`src/rtl/keccak_buffer_gen_pkg.sv`:
```
// Shared constants and types for the Keccak absorb/squeeze buffer.
// Rates follow the SHA-3 capacity choices for each digest length.
package keccak_buffer_gen_pkg;

    localparam int RATE_224 = 1152;
    localparam int RATE_256 = 1088;
    localparam int RATE_384 = 832;
    localparam int RATE_512 = 576;

    localparam int IN_W_DEF     = 64;
    localparam int RATE_W_DEF   = RATE_256;
    localparam int OUT_W_DEF    = 64;
    localparam int DIGEST_W_DEF = 256;

    typedef enum logic [1:0] {
        FILL        = 2'd0,
        FULL        = 2'd1,
        WAIT_DIGEST = 2'd2,
        DRAIN       = 2'd3
    } buf_state_t;

    // Width of a counter that must be able to hold the value n.
    function automatic int count_w(input int n);
        return $clog2(n + 1);
    endfunction

endpackage

```
`src/rtl/keccak_buffer_gen.sv`:
```
// Absorb/squeeze buffer: packs message words into a rate block for the
// permutation core, then captures the digest and streams it out word by word.
module keccak_buffer_gen
    import keccak_buffer_gen_pkg::*;
#(
    parameter int IN_W     = IN_W_DEF,
    parameter int RATE_W   = RATE_W_DEF,
    parameter int OUT_W    = OUT_W_DEF,
    parameter int DIGEST_W = DIGEST_W_DEF
) (
    input  logic                Clock,
    input  logic                Reset,
    input  logic [IN_W-1:0]     Din_buffer_in,
    input  logic                Din_buffer_in_valid,
    output logic                Din_buffer_in_ready,
    input  logic                Last_block,
    output logic                Din_buffer_full,
    output logic [RATE_W-1:0]   Din_buffer_out,
    output logic                Din_buffer_last,
    input  logic                Din_buffer_take,
    input  logic [DIGEST_W-1:0] Dout_buffer_in,
    input  logic                Dout_buffer_in_valid,
    output logic [OUT_W-1:0]    Dout_buffer_out,
    output logic                Dout_buffer_out_valid,
    input  logic                Dout_buffer_out_ready,
    output logic                Dout_buffer_out_last
);

    localparam int IN_WORDS  = RATE_W / IN_W;
    localparam int OUT_WORDS = DIGEST_W / OUT_W;
    localparam int ICW       = count_w(IN_WORDS);
    localparam int OCW       = count_w(OUT_WORDS);

    localparam logic [ICW-1:0] IN_LAST  = ICW'(IN_WORDS - 1);
    localparam logic [OCW-1:0] OUT_LAST = OCW'(OUT_WORDS - 1);

    if (RATE_W % IN_W != 0) begin : g_bad_in_w
        $error("keccak_buffer_gen: RATE_W must be a multiple of IN_W");
    end
    if (DIGEST_W % OUT_W != 0) begin : g_bad_out_w
        $error("keccak_buffer_gen: DIGEST_W must be a multiple of OUT_W");
    end
    if (DIGEST_W > RATE_W) begin : g_bad_digest_w
        $error("keccak_buffer_gen: DIGEST_W must not exceed RATE_W");
    end

    buf_state_t        state_q, state_d;
    logic [RATE_W-1:0] buf_q, buf_d;
    logic [ICW-1:0]    in_count_q, in_count_d;
    logic [OCW-1:0]    out_count_q, out_count_d;
    logic              last_flag_q, last_flag_d;
    logic              out_valid_q, out_valid_d;

    always_ff @(posedge Clock or posedge Reset) begin
        if (Reset) begin
            state_q     <= FILL;
            buf_q       <= '0;
            in_count_q  <= '0;
            out_count_q <= '0;
            last_flag_q <= 1'b0;
            out_valid_q <= 1'b0;
        end else begin
            state_q     <= state_d;
            buf_q       <= buf_d;
            in_count_q  <= in_count_d;
            out_count_q <= out_count_d;
            last_flag_q <= last_flag_d;
            out_valid_q <= out_valid_d;
        end
    end

    always_comb begin
        state_d     = state_q;
        buf_d       = buf_q;
        in_count_d  = in_count_q;
        out_count_d = out_count_q;
        last_flag_d = last_flag_q;

        case (state_q)
            FILL: begin
                if (Din_buffer_in_valid) begin
                    // New words enter at the top so the first word ends up in the LSBs.
                    buf_d = buf_q >> IN_W;
                    buf_d[RATE_W-1 -: IN_W] = Din_buffer_in;
                    last_flag_d = last_flag_q | Last_block;
                    if (in_count_q == IN_LAST) begin
                        in_count_d = '0;
                        state_d    = FULL;
                    end else begin
                        in_count_d = in_count_q + ICW'(1);
                    end
                end
            end

            FULL: begin
                if (Din_buffer_take) begin
                    if (last_flag_q) begin
                        last_flag_d = 1'b0;
                        state_d     = WAIT_DIGEST;
                    end else begin
                        state_d = FILL;
                    end
                end
            end

            WAIT_DIGEST: begin
                if (Dout_buffer_in_valid) begin
                    buf_d[DIGEST_W-1:0] = Dout_buffer_in;
                    out_count_d         = '0;
                    state_d             = DRAIN;
                end
            end

            DRAIN: begin
                if (Dout_buffer_out_ready) begin
                    if (out_count_q == OUT_LAST) begin
                        buf_d       = '0;
                        out_count_d = '0;
                        state_d     = FILL;
                    end else begin
                        buf_d       = buf_q >> OUT_W;
                        out_count_d = out_count_q + OCW'(1);
                    end
                end
            end

            default: state_d = FILL;
        endcase

        out_valid_d = (state_d == DRAIN);
    end

    assign Din_buffer_in_ready   = (state_q == FILL);
    assign Din_buffer_full       = (state_q == FULL);
    assign Din_buffer_last       = (state_q == FULL) && last_flag_q;
    assign Din_buffer_out        = buf_q;
    assign Dout_buffer_out_valid = out_valid_q;
    assign Dout_buffer_out       = out_valid_q ? buf_q[OUT_W-1:0] : '0;
    assign Dout_buffer_out_last  = out_valid_q && (out_count_q == OUT_LAST);

endmodule
```
`config.mk`:
```
export PLATFORM = sky130hd
export DESIGN_NAME = keccak_buffer_gen
export DESIGN_NICKNAME = d
export VERILOG_FILES = /design/src/rtl/keccak_buffer_gen_pkg.sv /design/src/rtl/keccak_buffer_gen.sv
export SDC_FILE = /design/constraint.sdc
export NUM_CORES = 2
export LEC_CHECK = 0
export CORE_AREA = 3 3 578 580
export CTS_CLUSTER_DIAMETER = 200
export DETAILED_ROUTE_END_ITERATION = 16
export DIE_AREA = 0 0 581 583
export PLACE_DENSITY = 0.36
export SYNTH_ARGS = -nofsm -noshare
export SYNTH_HDL_FRONTEND = slang
export SYNTH_SLANG_ARGS = --single-unit
```
`constraint.sdc`:
```
create_clock -name Clock -period 41.6 [get_ports Clock]
set_input_delay 8.32 -clock Clock [delete_from_list [all_inputs] [get_ports Clock]]
set_output_delay 8.32 -clock Clock [all_outputs]
set_load 0.005 [all_outputs]
```
==> impl_metrics.yaml <==
layout:
  area_growth_pct: 53.0
  nFillCells: 36400
  final_area_sq_um: 68700
  drive_gt1_share_pct: 4.42
  fin_nets: 6521
  fin_cells: 10700
clock_network:
  clk-insertion-delay-late_ns: 0.82
  cts_root_buf: "clkbuf_16"
  cts_buffers: 151
  htree_levels: 4
  cts_tree: "built"
  hold_buffers: 0
  cts_resized: 0
  clkTransAtPathRegs_ns: 0.06
  cts.sinks: 1100
  cts_setup_buffers: 0
  clock_path_buffers: 4
worst_setup_path:
  start_kind: "input port"
  r2r_start: "state_q[0]$_DFF_PP0_"
  cp-end-kind: "flip-flop"
  cpPeakStageDelay_ns: 0.90
  critPathMostFrequentCell: "buf_12"
  path_cells: "clkdlybuf4s50_1, nand2b_4, o211ai_4, buf_12, buf_4, buf_12, buf_12, buf_12, buf_4, nand2_1, o21ai_1"
  cp.buffers_inverters: 7
  crit_slowest_cell: "buf_4"
  cp_num_cells: 11
  critPathArrivalTime_ns: 14.61
  timing.rr.end: "Din_buffer_out[1045]$_DFFE_PP0P_"
  rrSetupSlack_ns: 34.72
  crit_required_ns: 42.32
  critPathKind: "input port to flip-flop"
  crit_path_max_fanout: 237
  cp_top_family: "buffers and inverters"
  ff2ff_path_depth: 12
yosys:
  synth_cells: 4899
  yosys.area.top_type: "dfrtp_1"
  yosys_warnings: 0
  syn_avg_cell_area_sq_um: 9.17
  synthesis.nets: 5233
  yosys-top-cells-area: "dfrtp_1 61%, nand2_1 16%, o21ai_1 12%"
  synth-edff-count: 0
  ys.flop_type: "dfrtp_1"
  yosys_register_bits: 1100
  synth_top_cell_area_share_pct: 61.3
  netlist_area_sq_um: 44900
  yosysUniqueCellTypes: 41
  async_flop_share_pct: 100
  ys_seq_area_share_pct: 61.3
place:
  place_area_sq_um: 63900
  gp_routability_congestion: 0.853
  pre_cts_ws_ns: 27.02
  dp_hpwl_mm: 232
  port_buffers: 1483
  place_inst: 10400
timing:
  fmax_mhz: 72.0
  rsz0062_at_grt: "false"
  tns_ns: 0
  finalSetupViolations: 0
  relSlewSlack_pct: 23.1
  finClkSkew_ns: 0.0651
  hold_viol: 0
  slew_viol_final: 0
  finalCriticalPeriod_ns: 13.89
  worst_slack_ns: 27.71
  worst_pin_slew_ns: 1.15
  post-route-period-util_pct: 33.4
floorplanning:
  initial_utilization_pct: 13.6
  die_area_sq_um: 339000
  num_io_pins: 1484
  core_sq_um: 330000
  die_h_um: 583
  fp.dieW_um: 581
  std_cell_rows: 211
hold_path:
  min_from: "last_flag_q$_DFFE_PP0P_"
  min_path_cells: 2
  holdPathEnd: "last_flag_q$_DFFE_PP0P_"
  hold_class: "flip-flop to flip-flop"
route:
  via_count: 40500
  via_per_inst: 3.79
  wl_per_cell_um: 27.2
  drt_iter0_markers: 2689
  wirelength_mm: 290
  postRouteAntennaNets: 0
  drc_errors: 0
  first_pass_iters: 5
pwr:
  vdd_drop_max_uv: 79.4
  p_per_area_nw_per_um2: 88.8
  leakagePower_nw: 27.9
  finalPower_mw: 6.10
grt:
  first_global_vias: 40900
  grt_util_all_layers_pct: 16.5
  antenna_found_initial: 48
  grt-ovfl-total: 0
  grt_max_degree: 238
  grt_pass1_wl_mm: 388
status:
  status: "finished clean"
run:
  maxCapViolations: 0
stage by stage:
step,utilization (%),hold slack [ns]
6_report,20.8,0.499
5_1_grt,20.8,0.531
3_5_place_dp,19.4,0.490
4_1_cts,20.8,0.502
2_1_floorplan,-,0.461
3_3_place_gp,19.4,0.483
registers in the layout, summed over array words and instances, names as in the netlist:
| signal | flops |
|---|---|
| in_count_q | 5 |
| Din_buffer_out | 1088 |
| Dout_buffer_out_valid | 1 |
| last_flag_q | 1 |
| out_count_q | 3 |
| state_q | 2 |
where the power goes:
| part | internal [mW] | switching, mW | leakage [nW] |
|---|---|---|---|
| registers | 1.53 | 0.607 | 14.5 |
| clock network | 0.763 | 0.536 | 2.35 |
| logic | 1.14 | 1.53 | 11.1 |
| total | 3.43 | 2.67 | 27.9 |
worst max-delay path by stage:
stage	from	to
after floorplan	Reset	Din_buffer_out[0]$_DFFE_PP0P_
after global placement	Din_buffer_in_valid	Din_buffer_out[1046]$_DFFE_PP0P_
after detailed placement	Din_buffer_in_valid	Din_buffer_out[1051]$_DFFE_PP0P_
after CTS	Din_buffer_in_valid	Din_buffer_out[1051]$_DFFE_PP0P_
after global routing	Din_buffer_in_valid	Din_buffer_out[791]$_DFFE_PP0P_
final	Din_buffer_in_valid	Din_buffer_out[1045]$_DFFE_PP0P_
synth_stat cells, drive strengths merged (2+ instances only):
library cell / n
o21ai: 1093
nand3b: 2
a31oi: 3
nor2b: 5
nand2b: 4
ha: 7
a21boi: 2
a21oi: 3
xor2: 2
inv: 9
a22oi: 256
clkbuf: 258
dfrtp: 1100
nand3: 3
and2: 66
nand2: 1927
buf: 140
nor2: 4
cell families (layout without fill, tap and decap cells):
logic type | count (synthesis) | count (layout) | synth area share (%)
buf+inv | 408 | 1804 | 4.28
compound gates | 1363 | 1363 | 16.8
other cells | 0 | 14 | 0
xor+xnor | 2 | 2 | 0.0390
mux | 2 | 2 | 0.0474
flops | 1100 | 1100 | 61.3
simple gates | 2017 | 2017 | 17.4
fa+ha+maj | 7 | 7 | 0.195
final cells by class:
cell class	instances	area [sq um]	share of cell area, %
sequential	1100	27500	40.1
timing repair buffer	1533	15300	22.3
inverter	10	46.3	0.0674
antenna	14	35.0	0.0510
multi-input combinational	3391	15500	22.5
clock buffer	217	4260	6.19
clock inverter	44	563	0.819
tap	4366	5460	7.95
layer usage:
layer / up-vias / track usage (%) / part of all wire [%]
met5: - / 0 / 0
met1: 19800 / 18.9 / 39
met2: 1459 / 28.8 / 49
met4: 0 / 5.00 / 3.2
li1: 18900 / - / -
met3: 321 / 5.79 / 8.3
layout by cell type (no fill, tap or decap), drive strengths merged, types with 2 or more instances in the layout:
| cell | n |
|---|---|
| bufinv | 8 |
| dfrtp | 1100 |
| buf | 50 |
| nand3b | 2 |
| nand2b | 4 |
| clkbuf | 217 |
| and2 | 66 |
| clkinvlp | 4 |
| a31oi | 3 |
| a22oi | 256 |
| clkdlybuf4s50 | 1483 |
| nand2 | 1927 |
| nor2 | 4 |
| a21oi | 3 |
| nor2b | 5 |
| inv | 15 |
| diode | 14 |
| ha | 7 |
| xor2 | 2 |
| nand3 | 3 |
| clkinv | 27 |
| o21ai | 1093 |
| a21boi | 2 |
tightest hold or removal path, delay by kind of cell, from the launching register on:
kind,cells,cell delay (ns)
compound gates,1,0.05
simple gates,1,0.05
flops,1,0.36
No activity file was read; power rests on OpenSTA's default activity.
